`config.mk`:
```
export PLATFORM = sky130hd
export DESIGN_NAME = alu_share_arb
export DESIGN_NICKNAME = d
export VERILOG_FILES = /design/src/rtl/alu_sched_pkg.sv /design/src/rtl/alu8_core.sv /design/src/rtl/alu_share_arb.sv
export SDC_FILE = /design/constraint.sdc
export NUM_CORES = 1
export LEC_CHECK = 0
export BUFFER_PORTS_ARGS = -buffer_cell sky130_fd_sc_hd__buf_2
export CAP_MARGIN = 20
export CORE_MARGIN = 4
export CORE_UTILIZATION = 30
export DETAILED_ROUTE_END_ITERATION = 12
export SLEW_MARGIN = 30
export SYNTH_ARGS = -nofsm -noshare
export SYNTH_HDL_FRONTEND = slang
export SYNTH_HIERARCHICAL = 1
export SYNTH_SLANG_ARGS = --single-unit
```
`constraint.sdc`:
```
create_clock -name clk -period 2.2 [get_ports clk]
set_clock_uncertainty 0.05 [all_clocks]
set_input_delay 0.11 -clock clk [delete_from_list [all_inputs] [get_ports clk]]
set_output_delay 0.11 -clock clk [all_outputs]
set_load 0.1 [all_outputs]
```
`src/rtl/alu_sched_pkg.sv`:
```
// Shared opcode constants and FSM state encoding for the shared-ALU arbiter.
package alu_sched_pkg;

    localparam int DATA_W = 8;

    localparam logic [1:0] OP_ADD  = 2'b00;
    localparam logic [1:0] OP_AND  = 2'b01;
    localparam logic [1:0] OP_NOT  = 2'b10;
    localparam logic [1:0] OP_BIT0 = 2'b11;

    typedef enum logic [1:0] {
        ST_IDLE = 2'b00,
        ST_EXEC = 2'b01,
        ST_DONE = 2'b10
    } state_t;

endpackage

```
`src/rtl/alu8_core.sv`:
```
// Combinational 8-bit ALU: ADD with carry-out, AND, NOT, BIT0.
module alu8_core
    import alu_sched_pkg::*;
(
    input  logic [1:0]        op,
    input  logic [DATA_W-1:0] da,
    input  logic [DATA_W-1:0] db,
    output logic [DATA_W-1:0] res,
    output logic              cout
);

    always_comb begin
        res  = '0;
        cout = 1'b0;
        case (op)
            OP_ADD:  {cout, res} = {1'b0, da} + {1'b0, db};
            OP_AND:  res = da & db;
            OP_NOT:  res = ~da;
            OP_BIT0: res = {{(DATA_W-1){1'b0}}, da[0]};
            default: res = '0;
        endcase
    end

endmodule

```
`src/rtl/alu_share_arb.sv`:
```
// Two-requester round-robin arbiter sharing one alu8_core through IDLE/EXEC/DONE.
// Optional zero-result flag output enabled by defining ALU_ZERO_FLAG_EN.
module alu_share_arb
    import alu_sched_pkg::*;
(
    input  logic              clk,
    input  logic              rst_n,
    input  logic              req0,
    input  logic              req1,
    input  logic [1:0]        op0,
    input  logic [1:0]        op1,
    input  logic [DATA_W-1:0] da0,
    input  logic [DATA_W-1:0] db0,
    input  logic [DATA_W-1:0] da1,
    input  logic [DATA_W-1:0] db1,
    output logic              ack0,
    output logic              ack1,
    output logic [DATA_W-1:0] res,
    output logic              cout,
    output logic              res_valid,
    output logic              res_id,
    output logic              busy
`ifdef ALU_ZERO_FLAG_EN
    ,
    output logic              zero
`endif
);

    state_t            state, state_nxt;
    logic              rr_ptr;
    logic              grant_vld;
    logic              grant_id;
    logic              id_p0;
    logic [1:0]        op_p0;
    logic [DATA_W-1:0] da_p0, db_p0;
    logic [DATA_W-1:0] alu_res;
    logic              alu_cout;

    // rr_ptr names the requester that wins when both ask at once
    always_comb begin
        state_nxt = state;
        grant_vld = 1'b0;
        grant_id  = 1'b0;
        case (state)
            ST_IDLE: begin
                if (req0 || req1) begin
                    grant_vld = 1'b1;
                    grant_id  = (req0 && req1) ? rr_ptr : req1;
                    state_nxt = ST_EXEC;
                end
            end
            ST_EXEC: state_nxt = ST_DONE;
            ST_DONE: state_nxt = ST_IDLE;
            default: state_nxt = ST_IDLE;
        endcase
    end

    always_ff @(posedge clk or negedge rst_n) begin
        if (!rst_n) begin
            state  <= ST_IDLE;
            rr_ptr <= 1'b0;
            id_p0  <= 1'b0;
        end else begin
            state <= state_nxt;
            if (grant_vld) begin
                rr_ptr <= ~grant_id;
                id_p0  <= grant_id;
            end
        end
    end

    // Stage p0: operands captured at grant, later input changes are ignored
    always_ff @(posedge clk) begin
        if (grant_vld) begin
            op_p0 <= grant_id ? op1 : op0;
            da_p0 <= grant_id ? da1 : da0;
            db_p0 <= grant_id ? db1 : db0;
        end
    end

    alu8_core u_alu (
        .op   (op_p0),
        .da   (da_p0),
        .db   (db_p0),
        .res  (alu_res),
        .cout (alu_cout)
    );

    // Stage p1: result registers, loaded only in EXEC and held otherwise
    always_ff @(posedge clk or negedge rst_n) begin
        if (!rst_n) begin
            res    <= '0;
            cout   <= 1'b0;
            res_id <= 1'b0;
        end else if (state == ST_EXEC) begin
            res    <= alu_res;
            cout   <= alu_cout;
            res_id <= id_p0;
        end
    end

`ifdef ALU_ZERO_FLAG_EN
    always_ff @(posedge clk or negedge rst_n) begin
        if (!rst_n) begin
            zero <= 1'b0;
        end else if (state == ST_EXEC) begin
            zero <= (alu_res == '0);
        end
    end
`endif

    assign res_valid = (state == ST_DONE);
    assign ack0      = res_valid && !res_id;
    assign ack1      = res_valid && res_id;
    assign busy      = (state != ST_IDLE);

endmodule

```
==> flow_metrics.py, run 1 <==
metrics = {
    "status": {
        "status": "finished, violations left",
        "failed_checks": "negative setup slack",
    },
    "yosys": {
        "ys_seq_area_share_pct": 47.9,
        "syn-instance-count": 147,
        "synth_common_cells": "edfxtp_1, mux2_2, dfrtp_1, mux2_4, ha_1",
        "synthAdderAreaFrac_pct": 6.46,
        "synth_area_um2": 1860,
        "syn-num-nets": 196,
        "muxShareOfSynthArea_pct": 19.8,
        "synth_top_cell_by_area": "edfxtp_1",
        "syn_avg_cell_area_um2": 12.6,
        "synth-main-ff-cell": "edfxtp_1",
        "synthXorXnorAreaFrac_pct": 1.41,
        "ys_ff_latch": 32,
        "yosys_warnings": 6,
        "synth-simple-area-share_pct": 8.68,
        "synth_compound_gate_area_share_pct": 12.7,
        "synth_area_leaders": "edfxtp_1, dfrtp_1, mux2_2",
        "synth_top_area_share_pct": 29.1,
        "synth_edf_count": 18,
        "synthArstFlopShare_pct": 43.8,
        "synthDistinctLibCells": 39,
        "synth_top_family_by_area": "multiplexers",
    },
    "placement": {
        "hpwl_um": 2720,
        "gp_congestion": 0.827,
        "io_buffers": 53,
    },
    "timing": {
        "hold_violations": 0,
        "slew_violations": 0,
        "min_period_ns": 2.32,
        "max_freq_mhz": 431,
        "rsz0062_at_grt": "yes",
        "timing.hold.ws_ns": 0.0285,
        "relSlewSlack_pct": 59.3,
        "worst_pin_slew_ns": 0.611,
        "setup_viol": 1,
        "fin_ws_ns": -0.119,
        "min_period_over_period_pct": 105,
    },
    "global_route": {
        "antenna_found_initial": 0,
        "gr-total-overflow": 0,
        "grt_pass1_wl_um": 5750,
        "grt_pass1_vias": 1257,
        "grt_start_max_net_pins": 20,
        "grtUsageTotal_pct": 9.82,
    },
    "pwr": {
        "cellPowerDensity_nw_per_um2": 1670,
        "leakage_uw": 0.00111,
        "ir_drop_uv": 1210,
        "total_power_uw": 4060,
    },
    "layout": {
        "fill_cells": 591,
        "num_antenna_cells": 0,
        "drive_above_1_share_pct": 51.6,
        "synthToLayoutAreaGrowth_pct": 31.0,
        "final_nets": 263,
    },
    "clock_tree": {
        "ctsHtreeMaxLevel": 2,
        "insertion_delay_ns": 0.28,
        "cts.sinks": 32,
        "cts-root-buf": "clkbuf_8",
        "numCtsBuffers": 5,
        "cts_buffer_depth": 2,
        "cts_tree": "yes",
        "clk_pin_slew_worst_paths_ns": 0.06,
    },
    "routing": {
        "firstDrtPassIters": 4,
        "vias": 1324,
        "antenna_left": 0,
        "first_iter_violations": 38,
        "routed_wl_um": 3490,
        "drc": 0,
        "viasPerCell": 4.57,
        "wl_per_cell_um": 12.0,
    },
    "worst_setup_path": {
        "end_kind": "flip-flop",
        "cp-start-kind": "flip-flop",
        "cp_data_required_time_ns": 2.32,
        "crit_arrival_ns": 2.44,
        "critPathMaxFanout": 3,
        "worst-setup-path-type": "flip-flop to flip-flop",
    },
    "die": {
        "core_area_um2": 5960,
        "die_area_um2": 7520,
        "die_w_um": 86.7,
        "start_util_pct": 31.2,
        "fp.dieH_um": 86.7,
        "io_pins": 54,
        "num_rows": 28,
    },
    "run": {
        "cap_violations": 0,
    },
    "worst_hold_path": {
        "hold_class": "input pin to flip-flop",
    },
}
-- placed cells by master, fill, tap and decap left out, types with 4 or more instances in the layout --
cell type	Yosys	routed
buf_2	1	53
mux2_2	18	18
edfxtp_1	18	18
dfrtp_1	14	14
buf_4	1	11
mux2_4	9	9
a21oi_1	7	7
clkbuf_8	0	7
inv_1	7	6
nor2_1	6	6
ha_1	8	6
o21ai_0	6	5
o21a_1	4	4
o22ai_1	4	4
-- critical path, stage by stage, from the launching register on --
cell and delay [ns]:
edfxtp_1 0.42, ha_4 0.19, inv_2 0.05, fa_2 0.22, nor2b_4 0.05, o31a_1 0.25, o21a_1 0.18, or3_1 0.30
a21oi_1 0.14, o32ai_1 0.09, mux2_2 0.27
-- registers in the layout, indices dropped and copies added (netlist names) --
signal	cells
res_id	1
id_p0	1
db_p0	8
state	2
cout	1
da_p0	8
res	8
rr_ptr	1
op_p0	2
-- final cells by class --
class	count	area [um2]	share of cell area, %
repair buffers	65	358	14.7
multi-input cells	103	966	39.7
flip-flops and latches	32	891	36.6
inverters	7	26.3	1.08
clock buffers	8	100	4.11
well taps	75	93.8	3.85
-- kinds of logic after synthesis --
group / after synthesis
xor gates and xnor gates: 3
buffers and inverters: 12
AOI/OAI and AO/OA: 35
adders and majority gates: 9
DFF: 32
muxes: 30
and+or+nand+nor: 26
-- power breakdown --
group          total (uW)  switching, uW  internal (uW)
clock network         487            202            285
registers            1120            188            934
logic                2450           1560            891
-- what timing repair did --
| item | CTS | global route |
|---|---|---|
| buffers inserted | 1 | 2 |
| resized for setup | 1 | 4 |
| gates cloned | 0 | 0 |
| setup endpoints to repair | 4 | 4 |
| endpoints found under the hold margin | 14 | 0 |
| pin swaps | 1 | 2 |
| hold buffers | 1 | 0 |
-- through the flow --
step	setup TNS, ns	cell area [um2]	utilization (%)	worst slack [ns]	std cells
4_1_cts	-0.201	2390	40.2	-0.124	288
3_5_place_dp	-0.346	2280	38.2	-0.129	278
6_report	-0.119	2430	40.9	-0.119	290
2_1_floorplan	-0.0403	1890	-	-0.0403	147
5_1_grt	-0.422	2430	40.9	-0.224	290
3_3_place_gp	-0.208	2280	38.2	-0.0962	278
-- routing by layer --
layer  vias up  routed length (um)  global-route usage, %
met5         -                   0                      0
met1       593                1590                   12.9
li1        681                   -                      -
met2        43                1550                   14.8
met3         7                 274                   2.95
met4         0                  76                   4.67
-- path summary, 6_finish.rpt --
path	startpoint	to	slack, ns	depth (start not counted)
hold reg to reg	rr_ptr	rr_ptr	0.44	1
hold / removal	req0	state[0]	0.03	2
min in group asynchronous	rst_n	state[0]	0.19	2
max in group asynchronous	rst_n	res[1]	1.68	2
setup reg to reg	da_p0[0]	res[6]	-0.12	10
setup / recovery	da_p0[0]	res[6]	-0.12	10
(Power assumes the default switching activity.)
==> inputs of run 2 (changes only) <==
==> constraint.sdc (replaced) <==
create_clock -name clk -period 2.3 [get_ports clk]
set_clock_uncertainty 0.05 [all_clocks]
set_input_delay 0.115 -clock clk [delete_from_list [all_inputs] [get_ports clk]]
set_output_delay 0.115 -clock clk [all_outputs]
set_load 0.1 [all_outputs]
==> flow_metrics.py, run 2 (same netlist as run 1, synthesis figures left out) <==
metrics = {
    "clock_tree": {
        "numCtsBuffers": 5,
        "insertion_delay_ns": 0.28,
        "ctsHtreeMaxLevel": 2,
        "cts.sinks": 32,
        "clk_pin_slew_worst_paths_ns": 0.06,
        "cts_buffer_depth": 2,
        "cts-root-buf": "clkbuf_8",
        "cts_tree": "yes",
    },
    "pwr": {
        "leakage_uw": 0.00107,
        "ir_drop_uv": 786,
        "cellPowerDensity_nw_per_um2": 1590,
    },
    "die": {
        "core_area_um2": 5960,
        "die_area_um2": 7520,
        "die_w_um": 86.7,
        "start_util_pct": 31.2,
        "fp.dieH_um": 86.7,
        "num_rows": 28,
        "io_pins": 54,
    },
    "layout": {
        "final_cell_count_no_fill": 285,
        "final_common_cell": "buf_2",
        "reg_top3": "da_p0: 8 flops, db_p0: 8 flops, res: 8 flops",
        "fill_cells": 610,
        "synthToLayoutAreaGrowth_pct": 26.9,
        "final_nets": 258,
        "drive_above_1_share_pct": 49.5,
        "num_antenna_cells": 0,
        "mostFrequentLayoutCells": "buf_2, mux2_2, edfxtp_1, dfrtp_1, mux2_4",
    },
    "global_route": {
        "grt_start_max_net_pins": 20,
        "antenna_found_initial": 0,
        "grt_pass1_wl_um": 5710,
        "grt_pass1_vias": 1230,
        "grtUsageTotal_pct": 9.91,
        "gr-total-overflow": 0,
    },
    "routing": {
        "drc": 0,
        "viasPerCell": 4.62,
        "first_iter_violations": 33,
        "firstDrtPassIters": 3,
        "vias": 1318,
        "routed_wl_um": 3580,
        "wl_per_cell_um": 12.6,
        "antenna_left": 0,
    },
    "worst_setup_path": {
        "r2r_end": "res[6]",
        "r2r_start": "db_p0[0]",
        "worst-setup-path-type": "flip-flop to flip-flop",
        "setup.worst_path.end": "res[6]",
        "startpoint": "db_p0[0]",
        "rr_worst_depth": 10,
        "critPathMaxFanout": 3,
        "end_kind": "flip-flop",
        "cp_data_required_time_ns": 2.42,
        "crit_arrival_ns": 2.45,
        "cp-start-kind": "flip-flop",
        "reg2reg_slack_ns": -0.03,
    },
    "placement": {
        "io_buffers": 53,
        "hpwl_um": 2710,
        "pre_cts_ws_ns": -0.0644,
        "gp_congestion": 0.790,
        "placed_cells": 274,
    },
    "status": {
        "failed_checks": "negative setup slack",
        "status": "finished, violations left",
    },
    "timing": {
        "relSlewSlack_pct": 58.9,
        "min_period_over_period_pct": 101,
        "finalSetupTns_ns": -0.0338,
        "slew_violations": 0,
        "max_freq_mhz": 428,
        "worst_pin_slew_ns": 0.616,
        "hold_violations": 0,
        "min_period_ns": 2.33,
        "setup_viol": 1,
        "rsz0062_at_grt": "yes",
        "timing.hold.ws_ns": 0.0316,
        "fin_ws_ns": -0.0338,
    },
    "run": {
        "cap_violations": 0,
    },
    "worst_hold_path": {
        "hold_class": "input pin to flip-flop",
    },
}
[run 2: cell count changes in the layout (fill, tap and decap cells not counted), sizes merged]
cell / before / now
clkbuf: 8 / 7
clkinv: 0 / 1
buf: 64 / 59
[run 2: area by class of cell]
type                            count  area [um2]  share of cell area, %
Timing Repair Buffer               60         320                   13.6
Sequential cell                    32         891                   37.8
Clock inverter                      1        3.75                  0.159
Clock buffer                        7        76.3                   3.24
Inverter                            7        26.3                   1.11
Multi-Input combinational cell    103         947                   40.2
Tap cell                           75        93.8                   3.98
[run 2: how the worst min path moves through the flow]
stage | startpoint | endpoint | slack (ns) | cells after the start
4_1_cts | req0 | state[0] | 0.02 | 2
3_5_place_dp | rst_n | rr_ptr | -0.03 | 1
2_1_floorplan | rst_n | cout | -0.23 | 0
6_report | req0 | state[0] | 0.03 | 2
5_1_grt | req1 | rr_ptr | 0.04 | 2
3_3_place_gp | rst_n | state[0] | -0.02 | 1
[run 2: through the flow]
stage / total power [uW] / area [um2] / util (%)
after global routing: 4010 / 2360 / 39.6
after detailed placement: 3330 / 2240 / 37.6
after global placement: 3290 / 2240 / 37.6
after floorplan: 2920 / 1880 / -
after CTS: 3770 / 2340 / 39.3
final: 3760 / 2360 / 39.6
[run 2: power by group]
part	internal, uW	switching [uW]	total [uW]
clock	210	192	402
combinational	795	1500	2290
sequential	892	171	1060
[run 2: critical path: stages (launching register included)]
cell      delay, ns
edfxtp_1       0.38
ha_2           0.20
inv_2          0.05
fa_2           0.23
nor2b_4        0.05
o31a_1         0.26
o21a_1         0.19
or3_1          0.32
a21oi_2        0.13
o32ai_1        0.09
mux2_2         0.27
[run 2: what timing repair did]
action	in CTS	in global routing
hold buffers	1	0
pin swaps	3	1
buffers inserted	2	0
resized for setup	2	4
endpoints found under the setup margin	1	4
hold endpoints to repair	14	0
[run 2: layer usage]
layer | track usage (%) | vias to the layer above | part of all wire (%)
li1 | - | 665 | -
met1 | 12.1 | 607 | 44
met2 | 15.7 | 40 | 47
met3 | 3.52 | 6 | 6.8
met4 | 4.25 | 0 | 2.0
met5 | 0 | - | 0
